**config.mk**
```make
export PLATFORM = sky130hd
export DESIGN_NAME = id_digit_scanner
export DESIGN_NICKNAME = d
export VERILOG_FILES = /design/src/rtl/id_digit_scanner.sv
export SDC_FILE = /design/constraint.sdc
export NUM_CORES = 1
export LEC_CHECK = 0
export ABC_AREA = 0
export CAP_MARGIN = 20
export CORE_ASPECT_RATIO = 0.6
export CORE_UTILIZATION = 51
export DETAILED_ROUTE_END_ITERATION = 6
export MAX_ROUTING_LAYER = met4
export PLACE_DENSITY_LB_ADDON = 0.05
export SLEW_MARGIN = 10
export SYNTH_ARGS = -nofsm -noshare
export SYNTH_HDL_FRONTEND = slang
export SYNTH_SLANG_ARGS = --single-unit
```
**constraint.sdc**
```tcl
create_clock -name clk -period 2.32 [get_ports clk]
set_clock_uncertainty 0.2 [all_clocks]
set_input_delay 0.464 -clock clk [delete_from_list [all_inputs] [get_ports clk]]
set_output_delay 0.464 -clock clk [all_outputs]
set_load 0.005 [all_outputs]
```
**src/rtl/id_digit_scanner.sv**
```systemverilog
// id_digit_scanner
//   Loads NUM_DIGITS digits from a combinational ID-digit ROM into a local
//   buffer, then time-multiplexes them onto a one-hot digit enable and a
//   7-segment bus.
// Ports:
//   clk        clock, rising edge
//   rst        asynchronous reset, active-low
//   start      1-cycle request to (re)load the buffer from the ROM
//   rom_idx    registered index driven to the ROM
//   rom_digit  ROM data, combinational from rom_idx
//   busy       high while loading
//   loaded     high while the buffer is valid and scanning
//   err        sticky: a captured digit was > 9 (cleared by start)
//   digit_en   one-hot digit enable, active-high
//   seg        segments {g,f,e,d,c,b,a}, active-high
module id_digit_scanner #(
  parameter int NUM_DIGITS = 8,
  parameter int IDX_W      = 3,
  parameter int DIG_W      = 4,
  parameter int PRESCALE   = 4
) (
  input  logic                  clk,
  input  logic                  rst,
  input  logic                  start,
  output logic [IDX_W-1:0]      rom_idx,
  input  logic [DIG_W-1:0]      rom_digit,
  output logic                  busy,
  output logic                  loaded,
  output logic                  err,
  output logic [NUM_DIGITS-1:0] digit_en,
  output logic [6:0]            seg
);

  localparam int PW = (PRESCALE > 1) ? $clog2(PRESCALE) : 1;

  typedef enum logic [1:0] {IDLE, LOAD, SCAN} state_t;

  state_t              state, state_nx;
  logic [DIG_W-1:0]    dbuf [NUM_DIGITS];
  logic [IDX_W-1:0]    p;
  logic [PW-1:0]       presc;
  logic                last_idx;

  assign last_idx = (rom_idx == IDX_W'(NUM_DIGITS - 1));

  function automatic logic [6:0] decode(input logic [DIG_W-1:0] d);
    logic [6:0] s;
    s = '0;
    case (int'(d))
      0: s = 7'h3F;
      1: s = 7'h06;
      2: s = 7'h5B;
      3: s = 7'h4F;
      4: s = 7'h66;
      5: s = 7'h6D;
      6: s = 7'h7D;
      7: s = 7'h07;
      8: s = 7'h7F;
      9: s = 7'h6F;
      default: s = '0;
    endcase
    return s;
  endfunction

  always_ff @(posedge clk or negedge rst) begin
    if (!rst) state <= IDLE;
    else      state <= state_nx;
  end

  always_comb begin
    state_nx = state;
    case (state)
      IDLE:    if (start)    state_nx = LOAD;
      LOAD:    if (last_idx) state_nx = SCAN;
      SCAN:    if (start)    state_nx = LOAD;
      default: state_nx = IDLE;
    endcase
  end

  always_ff @(posedge clk or negedge rst) begin
    if (!rst) begin
      rom_idx  <= '0;
      busy     <= 1'b0;
      loaded   <= 1'b0;
      err      <= 1'b0;
      digit_en <= '0;
      seg      <= '0;
      p        <= '0;
      presc    <= '0;
      for (int unsigned i = 0; i < NUM_DIGITS; i++) dbuf[i] <= '0;
    end else begin
      case (state)
        IDLE: begin
          digit_en <= '0;
          seg      <= '0;
          if (start) begin
            rom_idx <= '0;
            busy    <= 1'b1;
            err     <= 1'b0;
          end
        end
        LOAD: begin
          digit_en      <= '0;
          seg           <= '0;
          dbuf[rom_idx] <= rom_digit;
          err           <= err | (rom_digit > DIG_W'(9));
          if (last_idx) begin
            rom_idx <= '0;
            busy    <= 1'b0;
            loaded  <= 1'b1;
            p       <= '0;
            presc   <= '0;
          end else begin
            rom_idx <= rom_idx + IDX_W'(1);
          end
        end
        SCAN: begin
          if (start) begin
            rom_idx  <= '0;
            loaded   <= 1'b0;
            busy     <= 1'b1;
            err      <= 1'b0;
            digit_en <= '0;
            seg      <= '0;
          end else begin
            // Outputs lag p by one edge, so each digit is shown for the
            // PRESCALE edges starting one cycle after p moved to it.
            digit_en <= NUM_DIGITS'(1) << p;
            seg      <= decode(dbuf[p]);
            if (presc == PW'(PRESCALE - 1)) begin
              presc <= '0;
              if (p == IDX_W'(NUM_DIGITS - 1)) p <= '0;
              else                             p <= p + IDX_W'(1);
            end else begin
              presc <= presc + PW'(1);
            end
          end
        end
        default: begin
          digit_en <= '0;
          seg      <= '0;
        end
      endcase
    end
  end

endmodule

```
# Word level (Yosys, flattened, before mapping)
# Memories as Yosys holds them, arrays and structs flattened.
# Cells that the tools add are included.
# classes
n_lt_le_gt_ge,4
muxes,32
n_addsub,3
n_reduce_logical,11
n_bitwise,3
n_shift,1
eq_ne,10
# ops
cell,n
$bwmux W32,1
$mux W3,6
$mux W8,2
$mux W7,2
$bmux W4 S3,1
$demux W4 S3,1
$mux W4,3
$pmux W3 S2,2
$mux W2,5
$reduce_and A3 Y1,3
$ge A4 B4 Y1 const B,2
$ne A2 B2 Y1 const B,4
$not A3 Y4,2
$pmux W2 S2,2
$shl A1 B3 Y8 const A,1
$add A3 B1 Y3 const B,2
$eq A3 B3 Y1 const B,2
$pmux W1 S2,3
$eq A2 B2 Y1 const B,2
$gt A4 B4 Y1 const B,1
$lt A4 B1 Y1 const B,1
$mux W1,4
$reduce_and A2 Y1,2
$reduce_and A4 Y1,1
8 further kinds,9
# totals
register_bits,60
mem_count,1
mem_bits_ro,112
word_cells,82
output_inout_bits,21
# memory_table
memory,depth,width,read_ports,rd_ports_with_merged_regs,wr,line_no,rtl
(name not given),16,7,1,0,0,49,case (int'(d))

# Longest topological paths before layout
# An unclocked memory read counts as a cell.
# logic_depth
depth_word,7
depth_mapped,8
depth_no_buf,7

# Worst setup path before layout
# No wires, ideal clock.
# synth_path
path_kind,flip-flop to flip-flop
startpoint,register p[0]
endpoint,register seg[0]
required_ps,2044
t_arrival_ps,2061
setup_time_ps,76
period_less_slack_ps,2337
path_buffers,1
path_stages_with_launch,8
setup_slack_ps,-17
cell_sequence,dfrtp_1 buf_6 mux4_1 mux2i_1 inv_1 ha_1 mux2_1 o21ai_1
# synth_between
elab_chain_len,7
# synth_lines
item,line_no,rtl
from (decl),40,logic [IDX_W-1:0] p;
from (signal assigned),133,else p <= p + IDX_W'(1);
$not A3 Y4 (implied by the code),129,seg <= decode(dbuf[p]);
$bmux W4 S3,129,
$mux W4 (implied by the code) (2 in a row),129,
$mem_v2 Z16 W7,-,
$mux W7,118,if (start) begin
$mux W7,92,case (state)
to (signal assigned),129,
to (decl),31,output logic [6:0] seg
# No other way between the ends. The select of a mux whose other input is x is not followed.
# A chain may end at the register's enable or synchronous reset.

# Worst setup path after layout
# layout_path
startpoint,register p[0]
endpoint,register seg[4]
# The elaborated chain is that of the path after synthesis.

==> results.sh <==
export IMPL_status="completed"
export IMPL_r2r_end="seg[4]"
export IMPL_drc=0
export IMPL_syn_inst=216
export IMPL_p_int_mw=2.76
export IMPL_drive_gt1_share_pct=33.7
export IMPL_hold_end="presc[1]"
export IMPL_fin_hold_ws_ns=0.282
export IMPL_dieArea_um2=6010
export IMPL_finalHoldViolCount=0
export IMPL_synth_avg_cell_area_um2=13.4
export IMPL_clockBufferDepth=2
export IMPL_cp_slowest_cell="mux4_2"
export IMPL_maxSlewHeadroom_pct=67.2
export IMPL_swShare_pct=32.6
export IMPL_overflow=0
export IMPL_row_count=20
export IMPL_comb_power_share_pct=39.3
export IMPL_synth_seq_area_share_pct=51.7
export IMPL_synthTopCellsByArea="dfrtp_1 52%, mux2_2 12%, ha_1 6.0%"
export IMPL_htree_levels=3
export IMPL_cp_arrival_ns=2.28
export IMPL_multi_input_area_um2=1340
export IMPL_cts_sinks=60
export IMPL_fin_nets=287
export IMPL_fin_crit_sh_pct=97.4
export IMPL_path_common_cell="buf_4"
export IMPL_place_congestion=0.850
export IMPL_synth_edf_count=0
export IMPL_p_leak_nw=1.61
export IMPL_hold_depth=2
export IMPL_syn_area_um2=2900
export IMPL_grt_pass1_wl_mm=10.2
export IMPL_clk_pin_slew_ns=0.07
export IMPL_net_switching_power_mw=1.34
export IMPL_core_um2=5260
export IMPL_worstHoldPathType="register to register"
export IMPL_slowest_delay_ns=0.52
export IMPL_final_common_cell="dfrtp_1"
export IMPL_ys_types=39
export IMPL_startpoint="p[0]"
export IMPL_worstSetupPathType="register to register"
export IMPL_dr_pass1_iters=4
export IMPL_antenna_cells=0
export IMPL_crit_family="multiplexers"
export IMPL_cts_made_buffers=9
export IMPL_vias=1922
export IMPL_worstMarginPinSlew_ns=0.491
export IMPL_dp_slack_ns=-0.0484
export IMPL_ys_warn_count=0
export IMPL_rsz0062_at_grt="true"
export IMPL_antenna_left=0
export IMPL_cts_tree="yes"
export IMPL_ios=28
export IMPL_period_needed_ns=2.26
export IMPL_worst_slack_ns=0.0607
export IMPL_r2r_start="p[0]"
export IMPL_path_max_fanout=7
export IMPL_grtUsageTotal_pct=24.5
export IMPL_crit_required_ns=2.34
export IMPL_fillCellCount=372
export IMPL_critPathBufInv=2
export IMPL_async_reset_ff_share_pct=100
export IMPL_hpwl_mm=4.38
export IMPL_register_area_um2=1500
export IMPL_cp_cell_sequence="buf_4, mux4_2, mux2i_4, buf_4, mux2i_1, o21ai_1"
export IMPL_wire_per_inst_um=18.7
export IMPL_ir_worst_vdd_mv=0.568
export IMPL_die_w_um=99.4
export IMPL_end_kind="register"
export IMPL_port_buffers=27
export IMPL_rrSetupSlack_ns=0.06
export IMPL_synth_top_area_share_pct=51.7
export IMPL_hp_start="presc[1]"
export IMPL_syn_nets=237
export IMPL_insertion_delay_ns=0.34
export IMPL_p_clk_share_pct=20.1
export IMPL_seqPwrFrac_pct=40.7
export IMPL_first_iter_violations=136
export IMPL_grt_max_degree=61
export IMPL_start_kind="register"
export IMPL_vias_per_cell=5.72
export IMPL_first_global_vias=2005
export IMPL_slew_violations=0
export IMPL_die_h_um=60.5
export IMPL_ys_flop_type="dfrtp_1"
export IMPL_maxCapViolations=0
export IMPL_yosys_area_top_type="dfrtp_1"
export IMPL_drt_wl_total_mm=6.29
export IMPL_power_density_nw_per_um2=1150
export IMPL_clockRootBuffer="clkbuf_8"
export IMPL_layout_common_cells="59 x dfrtp_1, 31 x mux2_2, 26 x clkdlybuf4s50_1"
export IMPL_fmax_mhz=443
export IMPL_setup_violations_final=0
export IMPL_rr_worst_depth=6
export IMPL_area_growth_synth_to_final_pct=22.6
export IMPL_floorplan_initialDensity_pct=55.3
export IMPL_synth_seq_cells=60
export IMPL_antenna_found_initial=0
## layer usage
| metal | part of all wire (%) | global-route usage (%) |
|---|---|---|
| met1 | 48 | 32.4 |
| met5 | 0 | - |
| met2 | 45 | 36.2 |
| met3 | 5.6 | 7.26 |
| met4 | 1.5 | 9.45 |
## final cells by class
class,instances,share of cell area (%)
Sequential cell,60,42.2
Multi-Input combinational cell,138,37.6
Clock buffer,13,4.46
Clock inverter,2,0.281
Tap cell,66,2.32
Inverter,10,1.05
Timing Repair Buffer,47,12.1
## repair_timing
action | in CTS | in global routing
endpoints found under the setup margin | 5 | 4
buffers inserted | 1 | 2
pin swaps | 0 | 6
cloned | 0 | 0
hold buffers | 1 | 0
gates resized for setup | 1 | 12
endpoints found under the hold margin | 60 | 0
## state kept, by name, summed over array words and instances, names as in the netlist
| signal | cells |
|---|---|
| busy | 1 |
| dbuf | 32 |
| digit_en | 8 |
| err | 1 |
| loaded | 1 |
| p | 3 |
| presc | 2 |
| rom_idx | 3 |
| seg | 7 |
| state | 2 |
## how the worst max path moves through the flow
| stage | end | cells past startpoint |
|---|---|---|
| floorplan | seg[0] | 7 |
| global placement | seg[6] | 6 |
| detailed placement | seg[3] | 7 |
| CTS | seg[3] | 7 |
| global route | seg[5] | 6 |
| finish | seg[4] | 6 |
## logic make-up after synthesis
family | count (synthesis) | synth area share [%]
flip-flops | 60 | 51.7
buffers and inverters | 18 | 2.93
multiplexers | 53 | 24.9
adder cells (fa/ha/maj) | 14 | 6.03
AND/OR/NAND/NOR | 49 | 10.0
AO/OA/AOI/OAI | 22 | 4.44
## power by group through the flow
stage / registers (mW) / logic (mW) / clock network, mW
after floorplan: 1.57 / 1.08 / 0
after global placement: 1.64 / 1.41 / 0
after detailed placement: 1.67 / 1.48 / 0
after CTS: 1.66 / 1.49 / 0.838
after global routing: 1.71 / 1.73 / 0.886
final: 1.67 / 1.61 / 0.823
## cell usage after synthesis, types with 2 or more instances
| library cell | n |
|---|---|
| dfrtp_1 | 60 |
| mux2_2 | 31 |
| ha_1 | 14 |
| nand2_1 | 10 |
| nor2_1 | 10 |
| inv_1 | 9 |
| a21oi_1 | 8 |
| and3_1 | 6 |
| mux2_1 | 6 |
| o21ai_1 | 6 |
| mux2i_1 | 5 |
| nand2b_1 | 5 |
| mux4_1 | 4 |
| mux4_2 | 4 |
| clkbuf_1 | 3 |
| nand3b_1 | 3 |
| nor3b_2 | 3 |
| and2_1 | 2 |
| buf_2 | 2 |
| buf_6 | 2 |
| mux2i_4 | 2 |
| nor3_1 | 2 |
| nor3b_1 | 2 |
| o31ai_1 | 2 |
## worst register-to-register path, cell delays in order (launching register included)
cell     delay (ns)
dfrtp_2        0.47
buf_4          0.15
mux4_2         0.52
mux2i_4        0.28
buf_4          0.22
mux2i_1        0.23
o21ai_1        0.08
## through the flow
step	setup TNS [ns]	instance area, µm²	std cells	total power [mW]	utilization (%)
6_report	0	3560	336	4.10	67.8
2_1_floorplan	0	2910	216	2.65	-
3_5_place_dp	-0.109	3340	317	3.15	63.6
3_3_place_gp	0	3340	317	3.05	63.6
4_1_cts	0	3530	334	3.99	67.1
5_1_grt	-0.0874	3560	336	4.33	67.8
Note: power is estimated with default switching activity, not from simulation.
